File: src/rtl/alu_pkg.sv
// Shared types and constants for the ALU command sequencer.
package alu_pkg;

  typedef enum logic [1:0] {
    ALU_ADD = 2'd0,
    ALU_SUB = 2'd1,
    ALU_MUL = 2'd2,
    ALU_DIV = 2'd3
  } alu_op_e;

  // Command as queued: operands plus operation.
  typedef struct packed {
    logic [7:0] a;
    logic [7:0] b;
    alu_op_e    op;
  } alu_cmd_t;

  // Result as buffered for the consumer.
  typedef struct packed {
    logic [7:0] data;
    logic       carry;
    alu_op_e    op;
    logic       div0;
  } alu_res_t;

  // Value reported in place of the ALU output for a divide by zero.
  localparam logic [7:0] DIV0_RESULT = 8'hFF;

  // The only arithmetic this block does: flag a DIV whose divisor is zero.
  function automatic logic is_div0(input alu_cmd_t cmd);
    return (cmd.op == ALU_DIV) && (cmd.b == 8'd0);
  endfunction

endpackage

File: src/rtl/sync_fifo.sv
// Single-clock FIFO with occupancy count. The head is read straight from the
// storage array so an entry written at one edge is visible right after it.
// A push into a full FIFO is refused even if a pop happens on the same edge.
module sync_fifo #(
  parameter int WIDTH = 8,
  parameter int DEPTH = 4,
  localparam int AW = (DEPTH > 1) ? $clog2(DEPTH) : 1,
  localparam int CW = $clog2(DEPTH) + 1
) (
  input  logic             clk,
  input  logic             rst,
  input  logic             push,
  input  logic [WIDTH-1:0] din,
  input  logic             pop,
  output logic [WIDTH-1:0] dout,
  output logic [CW-1:0]    count
);

  localparam logic [AW-1:0] LAST_PTR = AW'(DEPTH - 1);
  localparam logic [CW-1:0] FULL_CNT = CW'(DEPTH);

  logic [WIDTH-1:0] mem_q [DEPTH];
  logic [AW-1:0]    wr_ptr_q, wr_ptr_d;
  logic [AW-1:0]    rd_ptr_q, rd_ptr_d;
  logic [CW-1:0]    count_q, count_d;
  logic             push_ok, pop_ok;

  // Qualify requests against registered occupancy and compute next pointers.
  always_comb begin
    push_ok  = push && (count_q != FULL_CNT);
    pop_ok   = pop && (count_q != '0);
    wr_ptr_d = wr_ptr_q;
    rd_ptr_d = rd_ptr_q;
    count_d  = count_q;
    if (push_ok) begin
      wr_ptr_d = (wr_ptr_q == LAST_PTR) ? '0 : wr_ptr_q + AW'(1);
    end
    if (pop_ok) begin
      rd_ptr_d = (rd_ptr_q == LAST_PTR) ? '0 : rd_ptr_q + AW'(1);
    end
    case ({push_ok, pop_ok})
      2'b10:   count_d = count_q + CW'(1);
      2'b01:   count_d = count_q - CW'(1);
      default: count_d = count_q;
    endcase
  end

  // Pointer and occupancy registers.
  always_ff @(posedge clk) begin
    if (rst) begin
      wr_ptr_q <= '0;
      rd_ptr_q <= '0;
      count_q  <= '0;
    end else begin
      wr_ptr_q <= wr_ptr_d;
      rd_ptr_q <= rd_ptr_d;
      count_q  <= count_d;
    end
  end

  // Storage array; contents are don't-care until written, so no reset.
  always_ff @(posedge clk) begin
    if (push_ok) begin
      mem_q[wr_ptr_q] <= din;
    end
  end

  assign dout  = mem_q[rd_ptr_q];
  assign count = count_q;

endmodule

File: src/rtl/alu_cmd_sequencer.sv
// Feeds a non-stallable, 1-cycle registered ALU from a command queue and
// buffers its results behind valid/ready. Issue is credit-limited so every
// op in flight is guaranteed a slot in the result buffer.
module alu_cmd_sequencer
  import alu_pkg::*;
#(
  parameter int CMD_DEPTH = 4,
  parameter int RES_DEPTH = 2
) (
  input  logic                       clk,
  input  logic                       rst,
  input  logic                       in_valid,
  output logic                       in_ready,
  input  logic [7:0]                 in_a,
  input  logic [7:0]                 in_b,
  input  logic [1:0]                 in_sel,
  output logic [7:0]                 alu_a,
  output logic [7:0]                 alu_b,
  output logic [1:0]                 alu_sel,
  input  logic [7:0]                 alu_out,
  input  logic                       alu_carry,
  output logic                       res_valid,
  input  logic                       res_ready,
  output logic [7:0]                 res_data,
  output logic                       res_carry,
  output logic [1:0]                 res_sel,
  output logic                       res_div0,
  output logic [$clog2(CMD_DEPTH):0] cmd_count
);

  localparam int CCW = $clog2(CMD_DEPTH) + 1;
  localparam int RCW = $clog2(RES_DEPTH) + 1;
  localparam int BW  = RCW + 1;
  localparam logic [CCW-1:0] CMD_FULL   = CCW'(CMD_DEPTH);
  localparam logic [BW-1:0]  RES_CREDIT = BW'(RES_DEPTH);

  alu_cmd_t       cmd_din, cmd_head;
  logic [CCW-1:0] cmd_cnt;
  logic           cmd_push, cmd_empty;

  alu_res_t       res_din, res_head, res_vis;
  logic [RCW-1:0] res_cnt;
  logic           res_push, res_pop;

  logic [BW-1:0]  busy;
  logic           issue;

  // ALU operand registers and the two-stage in-flight tracker.
  logic [7:0] alu_a_q, alu_a_d;
  logic [7:0] alu_b_q, alu_b_d;
  alu_op_e    alu_sel_q, alu_sel_d;
  logic       p1_q, p1_d;
  alu_op_e    p1_op_q, p1_op_d;
  logic       p1_div0_q, p1_div0_d;
  logic       p2_q, p2_d;
  alu_op_e    p2_op_q, p2_op_d;
  logic       p2_div0_q, p2_div0_d;

  // Input side: accept only when the queue has room by registered count.
  always_comb begin
    in_ready  = (cmd_cnt < CMD_FULL);
    cmd_push  = in_valid && in_ready;
    cmd_empty = (cmd_cnt == '0);
    cmd_din   = '{a: in_a, b: in_b, op: alu_op_e'(in_sel)};
  end

  sync_fifo #(
    .WIDTH($bits(alu_cmd_t)),
    .DEPTH(CMD_DEPTH)
  ) u_cmd_q (
    .clk  (clk),
    .rst  (rst),
    .push (cmd_push),
    .din  (cmd_din),
    .pop  (issue),
    .dout (cmd_head),
    .count(cmd_cnt)
  );

  // Credit check: ops in either ALU stage plus buffered results must leave a
  // free result slot. A same-cycle result pop is deliberately not counted.
  always_comb begin
    busy  = BW'(p1_q) + BW'(p2_q) + BW'(res_cnt);
    issue = !cmd_empty && (busy < RES_CREDIT);
  end

  // Next-state for ALU operands and the in-flight pipeline tags.
  always_comb begin
    alu_a_d   = alu_a_q;
    alu_b_d   = alu_b_q;
    alu_sel_d = alu_sel_q;
    p1_d      = issue;
    p1_op_d   = p1_op_q;
    p1_div0_d = p1_div0_q;
    p2_d      = p1_q;
    p2_op_d   = p1_op_q;
    p2_div0_d = p1_div0_q;
    if (issue) begin
      alu_a_d   = cmd_head.a;
      alu_b_d   = cmd_head.b;
      alu_sel_d = cmd_head.op;
      p1_op_d   = cmd_head.op;
      p1_div0_d = is_div0(cmd_head);
    end
  end

  // Operand and tracker registers; reset drops everything in flight.
  always_ff @(posedge clk) begin
    if (rst) begin
      alu_a_q   <= '0;
      alu_b_q   <= '0;
      alu_sel_q <= ALU_ADD;
      p1_q      <= 1'b0;
      p1_op_q   <= ALU_ADD;
      p1_div0_q <= 1'b0;
      p2_q      <= 1'b0;
      p2_op_q   <= ALU_ADD;
      p2_div0_q <= 1'b0;
    end else begin
      alu_a_q   <= alu_a_d;
      alu_b_q   <= alu_b_d;
      alu_sel_q <= alu_sel_d;
      p1_q      <= p1_d;
      p1_op_q   <= p1_op_d;
      p1_div0_q <= p1_div0_d;
      p2_q      <= p2_d;
      p2_op_q   <= p2_op_d;
      p2_div0_q <= p2_div0_d;
    end
  end

  // Capture the ALU output one cycle after it registered the op; a divide by
  // zero reports a fixed value instead of whatever the ALU produced.
  always_comb begin
    res_push = p2_q;
    res_din  = '{data:  p2_div0_q ? DIV0_RESULT : alu_out,
                 carry: alu_carry,
                 op:    p2_op_q,
                 div0:  p2_div0_q};
    res_valid = (res_cnt != '0);
    res_pop   = res_valid && res_ready;
  end

  sync_fifo #(
    .WIDTH($bits(alu_res_t)),
    .DEPTH(RES_DEPTH)
  ) u_res_q (
    .clk  (clk),
    .rst  (rst),
    .push (res_push),
    .din  (res_din),
    .pop  (res_pop),
    .dout (res_head),
    .count(res_cnt)
  );

  // Result outputs read zero while the buffer is empty so no stale entry leaks.
  always_comb begin
    res_vis   = res_valid ? res_head : '0;
    res_data  = res_vis.data;
    res_carry = res_vis.carry;
    res_sel   = res_vis.op;
    res_div0  = res_vis.div0;
  end

  assign alu_a     = alu_a_q;
  assign alu_b     = alu_b_q;
  assign alu_sel   = alu_sel_q;
  assign cmd_count = cmd_cnt;

endmodule

File: config.mk
export PLATFORM = sky130hd
export DESIGN_NAME = alu_cmd_sequencer
export DESIGN_NICKNAME = d
export VERILOG_FILES = /design/src/rtl/alu_pkg.sv /design/src/rtl/sync_fifo.sv /design/src/rtl/alu_cmd_sequencer.sv
export SDC_FILE = /design/constraint.sdc
export NUM_CORES = 1
export LEC_CHECK = 0
export BUFFER_PORTS_ARGS = -buffer_cell sky130_fd_sc_hd__buf_2
export CORE_MARGIN = 1.5
export CORE_UTILIZATION = 52
export DETAILED_ROUTE_END_ITERATION = 8
export PLACE_DENSITY = 0.7
export SETUP_SLACK_MARGIN = 0.1
export SKIP_LAST_GASP = 1
export SLEW_MARGIN = 0
export SYNTH_ARGS = -nofsm -noshare
export SYNTH_HDL_FRONTEND = slang
export SYNTH_SLANG_ARGS = --single-unit
File: constraint.sdc
create_clock -name clk -period 3.7 [get_ports clk]
set_input_delay 0 -clock clk [delete_from_list [all_inputs] [get_ports clk]]
set_output_delay 0 -clock clk [all_outputs]
set_load 0.03 [all_outputs]
### Yosys cells after proc, flatten, opt, wreduce, memory -nomap -nowiden

Memories as Yosys holds them, arrays and structs flattened. A register that Yosys moved wholly into a read port is not among the register bits.
Cells that the tools add are included.

* register bits: 35
* bits in writable memories: 96
* input bits: 31
* output and inout port bits: 35
* word-level logic and storage cells: 68
* memories kept: 2

* add/subtract/negate cells: 10
* order comparisons: 2
* equality and inequality tests: 9
* mux-type cells: 16
* reduce and logical (&&, ||, !) cells: 15

Memory list
* u_cmd_q.mem_q: depth 4, bits a word 18, rd ports 1, clocked after Yosys merged registers in 1, wr ports 1, RTL line sync_fifo.sv:22 `logic [WIDTH-1:0] mem_q [DEPTH];`
* u_res_q.mem_q: depth 2, bits a word 12, rd ports 1, clocked after Yosys merged registers in 1, wr ports 1, RTL line sync_fifo.sv:22

Operators with widths (number)
* two-way mux 12 bit: 1
* == test 2 bit, second input constant: 5
* logical AND 1 bit: 8
* logical NOT 8 bit: 1
* two-way mux 1 bit: 8
* two-way mux 2 bit: 4
* two-way mux 8 bit: 1
* adder 2 x 1 -> 2 bit, second input constant: 3
* one-hot mux 3 bit (2 select lines): 1
* nonzero test 2 bit: 3
* == test 2 x 1 -> 1 bit, second input constant: 2
* one-hot mux 2 bit (2 select lines): 1
* adder 2 x 2 -> 3 bit: 1
* adder 3 x 1 -> 3 bit, second input constant: 1
* logical NOT 3 bit: 1
* less-than comparator 3 x 2 -> 1 bit, second input constant: 1
* less-than comparator 3 bit, second input constant: 1
* inequality test 3 bit, second input constant: 1
* nonzero test 3 bit: 1
* subtractor 3 x 1 -> 3 bit, second input constant: 1
* adder 1 bit, second input constant: 2
* adder 1 x 1 -> 2 bit: 1
* inequality test 2 bit, second input constant: 1
* subtractor 2 x 1 -> 2 bit, second input constant: 1
* logical NOT 1 bit: 1

### Longest topological paths before layout

Gate-level depths: netlist of the first run.

* depth after elaboration: 7
* depth in mapped cells: 11
* depth with buffers taken out: 10

### Modules after synthesis

Synthesis of the first run repeated with hierarchy kept, for this count alone.

* cell total of the unflattened synthesis: 333
* area total of the unflattened synthesis: 5323.9 um2

By module, submodules not included
* sync_fifo (u_cmd_q): times used 1, cells each 145, area an instance 3148.0 um2, seq. area each 2342.2 um2
* alu_cmd_sequencer: times used 1, cells each 127, area an instance 1102.3 um2, seq. area each 480.5 um2
* sync_fifo (u_res_q): times used 1, cells each 61, area an instance 1073.5 um2, seq. area each 820.8 um2

### Worst setup path after synthesis of the first run

Ideal clock, no wire load.

* path kind: register to register
* from: register u_res_q.count_q[0] (netlist: u_res_q.count[0])
* to: register u_cmd_q.count_q[2] (netlist: u_cmd_q.count[2])
* setup time: 0.070 ns
* arrival: 2.693 ns
* required time: 3.630 ns
* slack: 0.936 ns
* cell stages (with the launch flop): 12
* buffers on the path: 1
* clock period less this slack: 2.764 ns
* cells stage by stage: dfxtp_1 ha_1 a211oi_1 o31ai_2 clkinv_1 clkbuf_1 ha_1 inv_1 fa_1 xor2_1 or3_1 a21oi_1

* word-level cells in the longest chain between the ends: 6
* elaborated cells on any way between the ends: 8
* those cells by class: 1 x add/sub; 1 x order compare; 2 x eq/ne; 1 x mux; 3 x reduce/logical

RTL lines
* start: declaration: RTL line sync_fifo.sv:25 `logic [CW-1:0] count_q, count_d;`
* start signal: assignment: RTL line sync_fifo.sv:57 `count_q <= count_d;`
* adder 2 x 2 -> 3 bit (*): RTL line alu_cmd_sequencer.sv:83 `busy = BW'(p1_q) + BW'(p2_q) + BW'(res_cnt);`
* less-than comparator 3 x 2 -> 1 bit (*): RTL line alu_cmd_sequencer.sv:84 `issue = !cmd_empty && (busy < RES_CREDIT);`
* logical AND 1 bit (*): RTL line alu_cmd_sequencer.sv:84
* logical AND 1 bit (*): RTL line sync_fifo.sv:31 `pop_ok = pop && (count_q != '0);`
* == test 2 x 1 -> 1 bit or == test 2 bit (tied branches): RTL line sync_fifo.sv:41 `case ({push_ok, pop_ok})`
* one-hot mux 3 bit (2 select lines) or nonzero test 2 bit (tied branches)
* end signal: assignment: RTL line sync_fifo.sv:57
* end: declaration: RTL line sync_fifo.sv:25

Mark *: on every way between the ends. The rest lies on a longest branch, timed or not.
A chain may end at the register's enable or synchronous reset.

### Worst setup path in the final report of the first run

Ends and elaborated chain as after synthesis.

==> run_results.csv, run 1 <==
group,metric,value,unit
drt,routedWlPerCell,15.3,µm
grt,grt_usage,19.0,%
timing,hold_viol_final,0,
drt,firstDrtPassIters,8,
timing,finalClockSkew,0.00489,ns
synthesis,synth_seq_cells,134,
grt,grt_util_met1,22.4,%
grt,use_met2,32.8,%
worst_setup_path,path_class,"reg -> reg",
worst_setup_path,worstSetupStartpointType,"register",
clock_tree,ctsLongestPathBuffers,2,
clock_tree,clk_pin_slew,0.06,ns
timing,fmax,349,MHz
timing,setup_viol,0,
hold_path,hp-class,"in -> reg",
drt,postRouteAntennaNets,0,
worst_setup_path,crit_chain,"ha_1, a211oi_1, o31ai_4, clkinv_1, ha_1, inv_1, fa_1, xor2_1, or3_1, a21oi_1",
synthesis,synthCells,321,
timing,fin_crit_sh,77.4,%
drt,wirelength,8700,µm
die,fp.coreArea,9330,µm²
worst_setup_path,cpLargestDelayFamily,"adder cells",
drt,vias_per_cell,5.04,
timing,slew_viol_final,0,
worst_setup_path,arrival,3.30,ns
clock_tree,root_buffer,"clkbuf_8",
cells_and_area,utilization,68.4,%
placed_design,hpwl,5270,µm
cells_and_area,seqCellArea,3640,µm²
die,die_width,101,µm
grt,grt_pass1_vias,3015,
synthesis,syn-cell-area,5030,µm²
placed_design,post-place-ws,0.812,ns
grt,grt_max_degree,35,
cells_and_area,n_antenna_cell,0,
pwr,powerDensity,800,nW/µm²
timing,tightest_slew,1.03,ns
cells_and_area,nFillCells,648,
placed_design,port_buffers,65,
worst_setup_path,critPathCaptureType,"register",
grt,grt_pass1_wl,14400,µm
clock_tree,cts_tree,"yes",
timing,finalCriticalPeriod,2.86,ns
synthesis,syn_nets,361,
synthesis,ys_seq_area_share,72.5,%
worst_setup_path,slowest_stage,"dfxtp_1",
grt,antenna_found_initial,0,
cells_and_area,drive_gt1_share,27.5,%
drt,dr_total_vias,2870,
drt,drc,1,
synthesis,avgSynthCellArea,15.7,µm²
clock_tree,cts_setup_buffers,0,
die,num_rows,35,
clock_tree,cts_sinks,134,
cells_and_area,final_nets,467,
synthesis,synth.distinct_cells,32,
worst_setup_path,slowest_delay,0.41,ns
timing,setup_ws,0.836,ns
clock_tree,h-tree-depth,4,
grt,met3_usage,6.14,%
die,dieArea,10300,µm²
die,initial_core_util,53.9,%
worst_setup_path,cp_common_cell,"ha_1",
drt,drt_iter0_drc,96,
flow_run,drv_cap,0,
worst_setup_path,crit_fanout,18,
pwr,p_leak,2.37,nW
clock_tree,clock_latency,0.51,ns
outcome,outcome,"finished with violations",
timing,whs,0.212,ns
cells_and_area,syn_to_final_growth,26.9,%
timing,finalSetupTns,0,ns
placed_design,gp_congestion,0.703,
timing,relSlewSlack,31.2,%
timing,rsz0062_at_grt,"false",
outcome,violations,"design-rule violations",
clock_tree,cts_resized,0,
die,die_y,101,µm
clock_tree,cts_buffers,17,
worst_setup_path,cp.required,4.14,ns
die,io_pins,66,
grt,top_usage_layer,"met2",
synthesis,yosysWarnings,0,
worst_setup_path,path_buf_inv,2,
cells_and_area,multi_input_area,1300,µm²
pwr,vdd_ir_drop_max,0.383,mV
grt,grt-ovfl-total,0,
## synth_stat cells
library cell	count	share of area [%]
a211oi_1	1	0.15
a21oi_1	23	2.3
a22o_1	1	0.17
and2_1	4	0.50
buf_1	1	0.075
buf_2	1	0.099
buf_6	1	0.22
clkbuf_1	9	0.67
clkinv_1	1	0.075
dfxtp_1	38	15
edfxtp_1	96	57
fa_1	1	0.40
ha_1	8	2.0
inv_1	10	0.75
mux2i_1	12	2.4
mux4_1	4	2.1
mux4_2	14	6.3
nand2_1	38	2.8
nand2b_1	1	0.12
nor2_1	24	1.8
nor2b_1	6	0.75
nor3_1	1	0.099
nor4_1	1	0.12
nor4b_2	1	0.30
o21ai_0	4	0.40
o22a_1	1	0.17
o31ai_2	1	0.25
or2_2	8	1.0
or3_1	3	0.37
or4_1	1	0.15
xnor2_1	3	0.52
xor2_1	3	0.52
## logic make-up (layout without fill, tap and decap cells)
family | Yosys count | in the layout | synth area share [%]
AND/OR/NAND/NOR | 88 | 88 | 8.04
adder cells (fa/ha/maj) | 9 | 9 | 2.39
flip-flops | 134 | 134 | 72.5
AO/OA/AOI/OAI | 31 | 31 | 3.43
XOR/XNOR | 6 | 6 | 1.05
buffers and inverters | 23 | 142 | 1.89
multiplexers | 30 | 30 | 10.7
## report_power, final
group	switching, mW	internal [mW]
combinational	0.949	0.544
sequential	0.135	1.86
clock	0.592	1.02
total	1.68	3.43
## worst reg2reg max path: cells and delay by family, from the launching register on
kind | cells | cell delay, ns
adders and majority gates | 3 | 0.89
AOI/OAI and AO/OA | 3 | 0.65
DFF | 1 | 0.41
buffers and inverters | 2 | 0.38
and+or+nand+nor | 1 | 0.30
xor gates and xnor gates | 1 | 0.16
## stage by stage
step | power, mW | instance area (µm²) | cells
6_report | 5.10 | 6380 | 569
4_1_cts | 5.15 | 6380 | 569
5_1_grt | 5.38 | 6380 | 569
3_5_place_dp | 3.51 | 5490 | 506
3_3_place_gp | 3.47 | 5490 | 506
2_1_floorplan | 3.09 | 5030 | 321
## metal layers
| layer | wire length (µm) | vias to the layer above |
|---|---|---|
| li1 | - | 1392 |
| met2 | 4400 | 70 |
| met4 | 138 | 0 |
| met1 | 3800 | 1394 |
| met3 | 361 | 14 |
| met5 | 0 | - |
## sequential cells by signal (all words and copies together), names as in the netlist, 2 cells and up, named ones only
| name | cells |
|---|---|
| u_cmd_q.count | 3 |
| alu_a | 8 |
| u_res_q.mem_q | 24 |
| u_cmd_q.rd_ptr_q | 2 |
| p2_op_q | 2 |
| alu_b | 8 |
| u_cmd_q.wr_ptr_q | 2 |
| p1_op_q | 2 |
| u_res_q.count | 2 |
| u_cmd_q.mem_q | 72 |
## worst paths after layout
check | from | endpoint | slack [ns] | cells after the start
worst max-delay path | u_res_q.count[0]$_SDFFE_PP0P_ | u_cmd_q.count[2]$_SDFFE_PP0P_ | 0.84 | 10
worst max register to register | u_res_q.count[0]$_SDFFE_PP0P_ | u_cmd_q.count[2]$_SDFFE_PP0P_ | 0.84 | 10
worst min register to register | p2_op_q[1]$_SDFF_PP0_ | u_res_q.mem_q[0][2]$_DFFE_PP_ | 0.42 | 0
worst min-delay path | alu_carry | u_res_q.mem_q[0][3]$_DFFE_PP_ | 0.21 | 2
## final cells by class
class	count	share of cell area (%)
Multi-Input combinational cell	164	20.4
Timing Repair Buffer	99	10.3
Clock buffer	19	6.61
Sequential cell	134	57.1
Tap cell	129	2.53
Clock inverter	13	2.45
Inverter	11	0.647
## placed cells by master (no fill, tap or decap), types with 2 or more instances in the layout
| cell type | Yosys | layout |
|---|---|---|
| mux4_2 | 14 | 14 |
| and2_1 | 4 | 4 |
| mux2i_1 | 12 | 12 |
| edfxtp_1 | 96 | 96 |
| mux4_1 | 4 | 4 |
| xnor2_1 | 3 | 3 |
| inv_1 | 10 | 10 |
| dlygate4sd3_1 | 0 | 31 |
| ha_1 | 8 | 8 |
| or2_2 | 8 | 8 |
| or3_1 | 3 | 3 |
| buf_4 | 0 | 3 |
| xor2_1 | 3 | 3 |
| clkinv_1 | 1 | 2 |
| dfxtp_1 | 38 | 38 |
| o21ai_0 | 4 | 4 |
| nor2b_1 | 6 | 6 |
| clkbuf_16 | 0 | 16 |
| nor2_1 | 24 | 24 |
| a21oi_1 | 23 | 23 |
| nand2_1 | 38 | 38 |
| buf_2 | 1 | 65 |
| clkbuf_1 | 9 | 2 |
| bufinv_16 | 0 | 3 |
| clkinv_2 | 0 | 4 |
| clkinv_4 | 0 | 3 |
## repair_timing
item | CTS | global route
setup endpoints to repair | 0 | 0
endpoints found under the hold margin | 99 | 0
hold buffers | 31 | 0
No activity file was read; power rests on OpenSTA's default activity.
==> run 2: changes to the inputs <==
- ABC_AREA: unset -> 1
- clock period: 3.7 -> 2.84 ns (I/O delays scaled with it)
==> run_results.csv, run 2 <==
group,metric,value,unit
outcome,outcome,"finished, final reports clean",
die,die_y,103,µm
timing,fmax,468,MHz
cells_and_area,n_antenna_cell,0,
clock_tree,ctsLongestPathBuffers,2,
clock_tree,root_buffer,"clkbuf_8",
drt,firstDrtPassIters,4,
placed_design,hpwl,5700,µm
worst_setup_path,cp.required,3.23,ns
grt,grt_pass1_wl,15500,µm
pwr,vdd_ir_drop_max,0.583,mV
timing,finalCriticalPeriod,2.13,ns
timing,hold_viol_final,0,
clock_tree,h-tree-depth,4,
synthesis,yosysTopAreaCellShare,56.0,%
cells_and_area,largest_reg_flops,72,
synthesis,synth_seq_cells,134,
die,dieArea,10500,µm²
cells_and_area,final_cell_mix,"edfxtp_1 (96), nand2_1 (87), buf_2 (65)",
synthesis,synth_top_area_cell,"edfxtp_1",
worst_setup_path,slowest_stage,"dfxtp_1",
synthesis,yosys-top-cells-count,"edfxtp_1 (96), nand2_1 (87), nor2_1 (54)",
drt,routedWlPerCell,14.1,µm
timing,fin_crit_sh,75.2,%
drt,drc,0,
timing,setup_viol,0,
worst_setup_path,crit_chain,"ha_1, nand2_1, nand2_1, nor2_2, ha_1, inv_1, fa_1, a21oi_1, o21ai_0, o21ai_0, a21oi_1",
synthesis,synth.distinct_cells,23,
worst_setup_path,worstSetupStartpointType,"register",
synthesis,avgSynthCellArea,11.4,µm²
worst_setup_path,slowest_delay,0.43,ns
pwr,p_leak,2.64,nW
clock_tree,cts_sinks,134,
placed_design,port_buffers,65,
die,initial_core_util,53.2,%
timing,relSlewSlack,51.7,%
placed_design,place_area,5590,µm²
grt,grt_max_degree,39,
die,num_rows,36,
synthesis,synth_most_common_cell,"edfxtp_1",
cells_and_area,final_nets,594,
hold_path,hp-class,"in -> reg",
cells_and_area,finalNonFillerCells,700,
grt,grt-ovfl-total,0,
drt,drt_iter0_drc,170,
cells_and_area,layout_commonest_cell,"edfxtp_1",
drt,vias_per_cell,5.01,
timing,finalClockSkew,0.00908,ns
cells_and_area,syn_to_final_growth,26.1,%
timing,finalSetupTns,0,ns
grt,antenna_found_initial,0,
worst_setup_path,path_class,"reg -> reg",
synthesis,synthCells,450,
grt,grt_pass1_vias,3364,
clock_tree,clk_pin_slew,0.06,ns
cells_and_area,largest-register,"u_cmd_q.mem_q",
synthesis,synthFlopType,"edfxtp_1",
clock_tree,cts_tree,"yes",
die,io_pins,66,
die,die_width,103,µm
clock_tree,clock_latency,0.51,ns
die,fp.coreArea,9680,µm²
synthesis,ys_seq_area_share,70.7,%
cells_and_area,top_regs,"u_cmd_q.mem_q x72, u_res_q.mem_q x24",
placed_design,dp.cells,638,
timing,slew_viol_final,0,
worst_setup_path,crit_fanout,6,
clock_tree,cts_resized,0,
clock_tree,cts_buffers,17,
synthesis,syn_nets,490,
synthesis,synth_edf_count,96,
cells_and_area,final_area,6500,µm²
placed_design,gp_congestion,0.755,
timing,rsz0062_at_grt,"false",
drt,dr_total_vias,3504,
drt,wirelength,9900,µm
flow_run,drv_cap,0,
worst_setup_path,critPathCaptureType,"register",
synthesis,async_reset_ff_share,0,%
pwr,powerDensity,1030,nW/µm²
synthesis,syn-cell-area,5150,µm²
worst_setup_path,arrival,2.52,ns
grt,grt_usage,19.9,%
drt,postRouteAntennaNets,0,
timing,tightest_slew,0.723,ns
cells_and_area,drive_gt1_share,20.6,%
synthesis,yosysWarnings,0,
synthesis,synthTopCellsByArea,"edfxtp_1 (56%), dfxtp_1 (15%), nand2_1 (6.3%)",
-- run 2: changes by cell type in the layout (fill, tap and decap cells not counted), sizes merged, moves of 6 or more --
cell / delta
nand2: +49
buf: +7
nand3: +22
nor2: +30
a31oi: +8
a21oi: +8
nor2b: -6
mux4: -18
mux2i: -12
inv: +18
o21ai: +40
-- run 2: logic make-up (layout without fill, tap and decap cells) --
kind of cell / after synthesis / after routing / synth area share, %
xor+xnor: 1 / 1 / 0.170
flops: 134 / 134 / 70.7
fa+ha+maj: 9 / 9 / 2.33
compound gates: 86 / 86 / 8.72
buf+inv: 49 / 166 / 4.64
simple gates: 171 / 171 / 13.4
-- run 2: worst paths after layout --
path | from | end | slack (ns) | depth (start not counted)
worst max-delay path | u_res_q.count[0]$_SDFFE_PP0P_ | u_cmd_q.count[2]$_SDFFE_PP0P_ | 0.71 | 11
worst max register to register | u_res_q.count[0]$_SDFFE_PP0P_ | u_cmd_q.count[2]$_SDFFE_PP0P_ | 0.71 | 11
worst min-delay path | in_a[4] | u_cmd_q.mem_q[2][14]$_DFFE_PP_ | 0.24 | 2
worst min register to register | p1_q$_SDFF_PP0_ | p2_q$_SDFF_PP0_ | 0.43 | 2
-- run 2: routing by layer --
layer  track usage, %  up-vias  part of all wire, %
met1             23.3     1665                   45
met5                0        -                    0
li1                 -     1755                    -
met3             5.49       13                  3.9
met2             34.5       71                   50
met4             8.43        0                  1.4
-- run 2: cell type report --
| type | count | area, µm² |
|---|---|---|
| Clock buffer | 20 | 425 |
| Tap cell | 133 | 166 |
| Clock inverter | 12 | 179 |
| Inverter | 29 | 111 |
| Sequential cell | 134 | 3640 |
| Fill cell | 717 | 3190 |
| Timing Repair Buffer | 105 | 701 |
| Multi-Input combinational cell | 267 | 1270 |
-- run 2: where the power goes --
part           switching (mW)  internal (mW)  total (mW)
clock network           0.778           1.42        2.20
registers               0.142           2.44        2.58
logic                    1.33          0.551        1.88
-- run 2: critical path: cells and delay by family, from the launching register on --
kind,cells,cell delay [ns]
adders and majority gates,3,0.80
and+or+nand+nor,3,0.25
AOI/OAI and AO/OA,4,0.48
buffers and inverters,1,0.07
DFF,1,0.43
-- run 2: through the flow --
| step | utilization [%] | power, mW | setup WS, ns | hold slack, ns |
|---|---|---|---|---|
| 2_1_floorplan | - | 3.99 | 0.487 | 0.0989 |
| 3_3_place_gp | 57.7 | 4.40 | 0.821 | 0.194 |
| 3_5_place_dp | 57.7 | 4.46 | 0.743 | 0.201 |
| 4_1_cts | 67.1 | 6.69 | 0.725 | 0.221 |
| 5_1_grt | 67.1 | 7.03 | 0.506 | 0.227 |
| 6_report | 67.1 | 6.66 | 0.705 | 0.240 |
-- run 2: repair_timing --
| item | CTS | global route |
|---|---|---|
| buffers inserted | 0 | 0 |
| hold buffers | 30 | 0 |
| hold endpoints to repair | 103 | 0 |
==> run 3: changes to the inputs <==
- ABC_AREA: 1 -> 0
- CORE_UTILIZATION: 52 -> 51
- PLACE_DENSITY: 0.7 -> 0.72
- clock period: 2.84 -> 1.9 ns (I/O delays scaled with it)
==> run_results.csv, run 3 (synthesis gave the netlist of run 1 again) <==
group,metric,value,unit
outcome,outcome,"finished with violations",
outcome,violations,"negative setup slack",
timing,tightest_slew,0.630,ns
grt,antenna_found_initial,0,
cells_and_area,final_cell_mix,"edfxtp_1 (96), buf_2 (65), nand2_1 (38)",
cells_and_area,largest-register,"u_cmd_q.mem_q",
hold_path,worstHoldEndpoint,"u_cmd_q.wr_ptr_q[1]$_SDFFE_PP0P_",
pwr,p_leak,2.48,nW
grt,grt-ovfl-total,0,
cells_and_area,utilization,68.3,%
clock_tree,root_buffer,"clkbuf_8",
worst_setup_path,worstSetupStartpointType,"register",
worst_setup_path,critPathCaptureType,"register",
worst_setup_path,arrival,2.57,ns
timing,finalClockSkew,0.00755,ns
die,num_rows,36,
timing,setup_viol,3,
grt,grt_pass1_wl,14800,µm
worst_setup_path,path_class,"reg -> reg",
cells_and_area,largest_reg_flops,72,
worst_setup_path,cp.required,2.34,ns
clock_tree,clock_latency,0.51,ns
worst_setup_path,r2r-end,"u_cmd_q.count[2]$_SDFFE_PP0P_",
cells_and_area,layout_commonest_cell,"edfxtp_1",
drt,vias_per_cell,5.08,
grt,grt_util_met1,22.2,%
drt,dr_total_vias,3013,
worst_setup_path,reg2reg_depth,10,
worst_setup_path,crit_fanout,2,
drt,wirelength,9570,µm
timing,finalSetupTns,-0.328,ns
grt,grt_max_degree,26,
cells_and_area,final_nets,487,
die,dieArea,10500,µm²
die,die_width,102,µm
grt,met3_usage,6.50,%
pwr,fin_total_pwr,10.3,mW
clock_tree,cts_tree,"yes",
drt,routedWlPerCell,16.1,µm
timing,fmax,470,MHz
hold_path,holdPathStages,5,
timing,rsz0062_at_grt,"true",
worst_setup_path,rr_startpoint,"p1_q$_SDFF_PP0_",
clock_tree,h-tree-depth,4,
cells_and_area,drive_gt1_share,34.1,%
pwr,powerDensity,1550,nW/µm²
placed_design,port_buffers,65,
cells_and_area,syn_to_final_growth,31.5,%
die,initial_core_util,51.9,%
worst_setup_path,rrSetupSlack,-0.23,ns
timing,hold_viol_final,0,
clock_tree,ctsLongestPathBuffers,2,
placed_design,hpwl,5680,µm
timing,finalCriticalPeriod,2.13,ns
placed_design,gp_congestion,0.719,
clock_tree,clk_pin_slew,0.06,ns
grt,top_usage_layer,"met2",
clock_tree,cts_sinks,134,
timing,slew_viol_final,0,
hold_path,min_from,"in_valid",
timing,fin_crit_sh,112,%
hold_path,hp-class,"in -> reg",
die,io_pins,66,
grt,grt_pass1_vias,3050,
grt,grt_usage,19.8,%
pwr,vdd_ir_drop_max,1.15,mV
drt,drt_iter0_drc,104,
clock_tree,cts_buffers,17,
die,fp.coreArea,9680,µm²
timing,relSlewSlack,57.9,%
die,die_y,102,µm
cells_and_area,n_antenna_cell,0,
drt,drc,0,
drt,postRouteAntennaNets,0,
worst_setup_path,cp-startpoint,"p1_q$_SDFF_PP0_",
cells_and_area,top_regs,"u_cmd_q.mem_q x72, u_res_q.mem_q x24",
flow_run,drv_cap,0,
grt,use_met2,34.3,%
drt,firstDrtPassIters,4,
timing,setup_ws,-0.229,ns
## run 3: cell count changes in the layout (fill, tap and decap cells not counted), sizes merged, moves of 12 or more
cell and delta:
mux4 +18, buf +15, nor2 -30, nand2 -49
mux2i +12, inv -18, o21ai -40, nand3 -22
## run 3: critical path, cell delays in order, from the launching register on
cell,delay (ns)
dfxtp_2,0.33
ha_4,0.24
a211oi_4,0.22
o31ai_4,0.11
clkinv_2,0.08
ha_4,0.13
inv_2,0.03
fa_2,0.32
xor2_1,0.15
or3_1,0.31
a21oi_1,0.13
## run 3: repair_timing
item / in CTS / in global routing
endpoints found under the setup margin: 30 / 6
hold buffers: 29 / 0
setup buffers: 2 / 1
endpoints found under the hold margin: 106 / 0
resized for setup: 6 / 0
pin swaps: 3 / 0
## run 3: how the worst max path moves through the flow
stage                                               end  slack [ns]
after global routing      u_cmd_q.count[2]$_SDFFE_PP0P_       -0.37
after CTS                 u_cmd_q.count[2]$_SDFFE_PP0P_       -0.24
after detailed placement  u_cmd_q.count[2]$_SDFFE_PP0P_       -0.21
after floorplan           u_cmd_q.count[2]$_SDFFE_PP0P_       -0.40
after global placement    u_cmd_q.count[2]$_SDFFE_PP0P_       -0.17
final                     u_cmd_q.count[2]$_SDFFE_PP0P_       -0.23
## run 3: routing by layer
metal  wire length (µm)  share of wire, %
met1               3880                41
met2               5090                53
met3                453               4.7
met4                138               1.4
met5                  0                 0
## run 3: layout make-up
type / count / area (µm²)
well taps: 133 / 166
multi-input cells: 164 / 1350
repair buffers: 119 / 857
clock buffers: 20 / 445
flip-flops and latches: 134 / 3650
clock inverters: 12 / 104
fillers: 675 / 3070
inverters: 11 / 42.5
## run 3: metrics by stage
step                      hold slack, ns  worst slack (ns)  instance area, µm²  cells
after detailed placement           0.191            -0.215                5740    529
after CTS                       0.000642            -0.243                6610    592
after floorplan                   0.0766            -0.402                5090    321
after global routing              0.0388            -0.373                6610    593
final                             0.0276            -0.229                6610    593
after global placement             0.189            -0.169                5740    529
## run 3: power by group
| part | leakage (nW) | internal, mW | total (mW) | switching [mW] |
|---|---|---|---|---|
| sequential | 1.19 | 3.63 | 3.87 | 0.240 |
| combinational | 1.02 | 1.38 | 3.43 | 2.05 |
| clock | 0.267 | 1.80 | 2.97 | 1.18 |
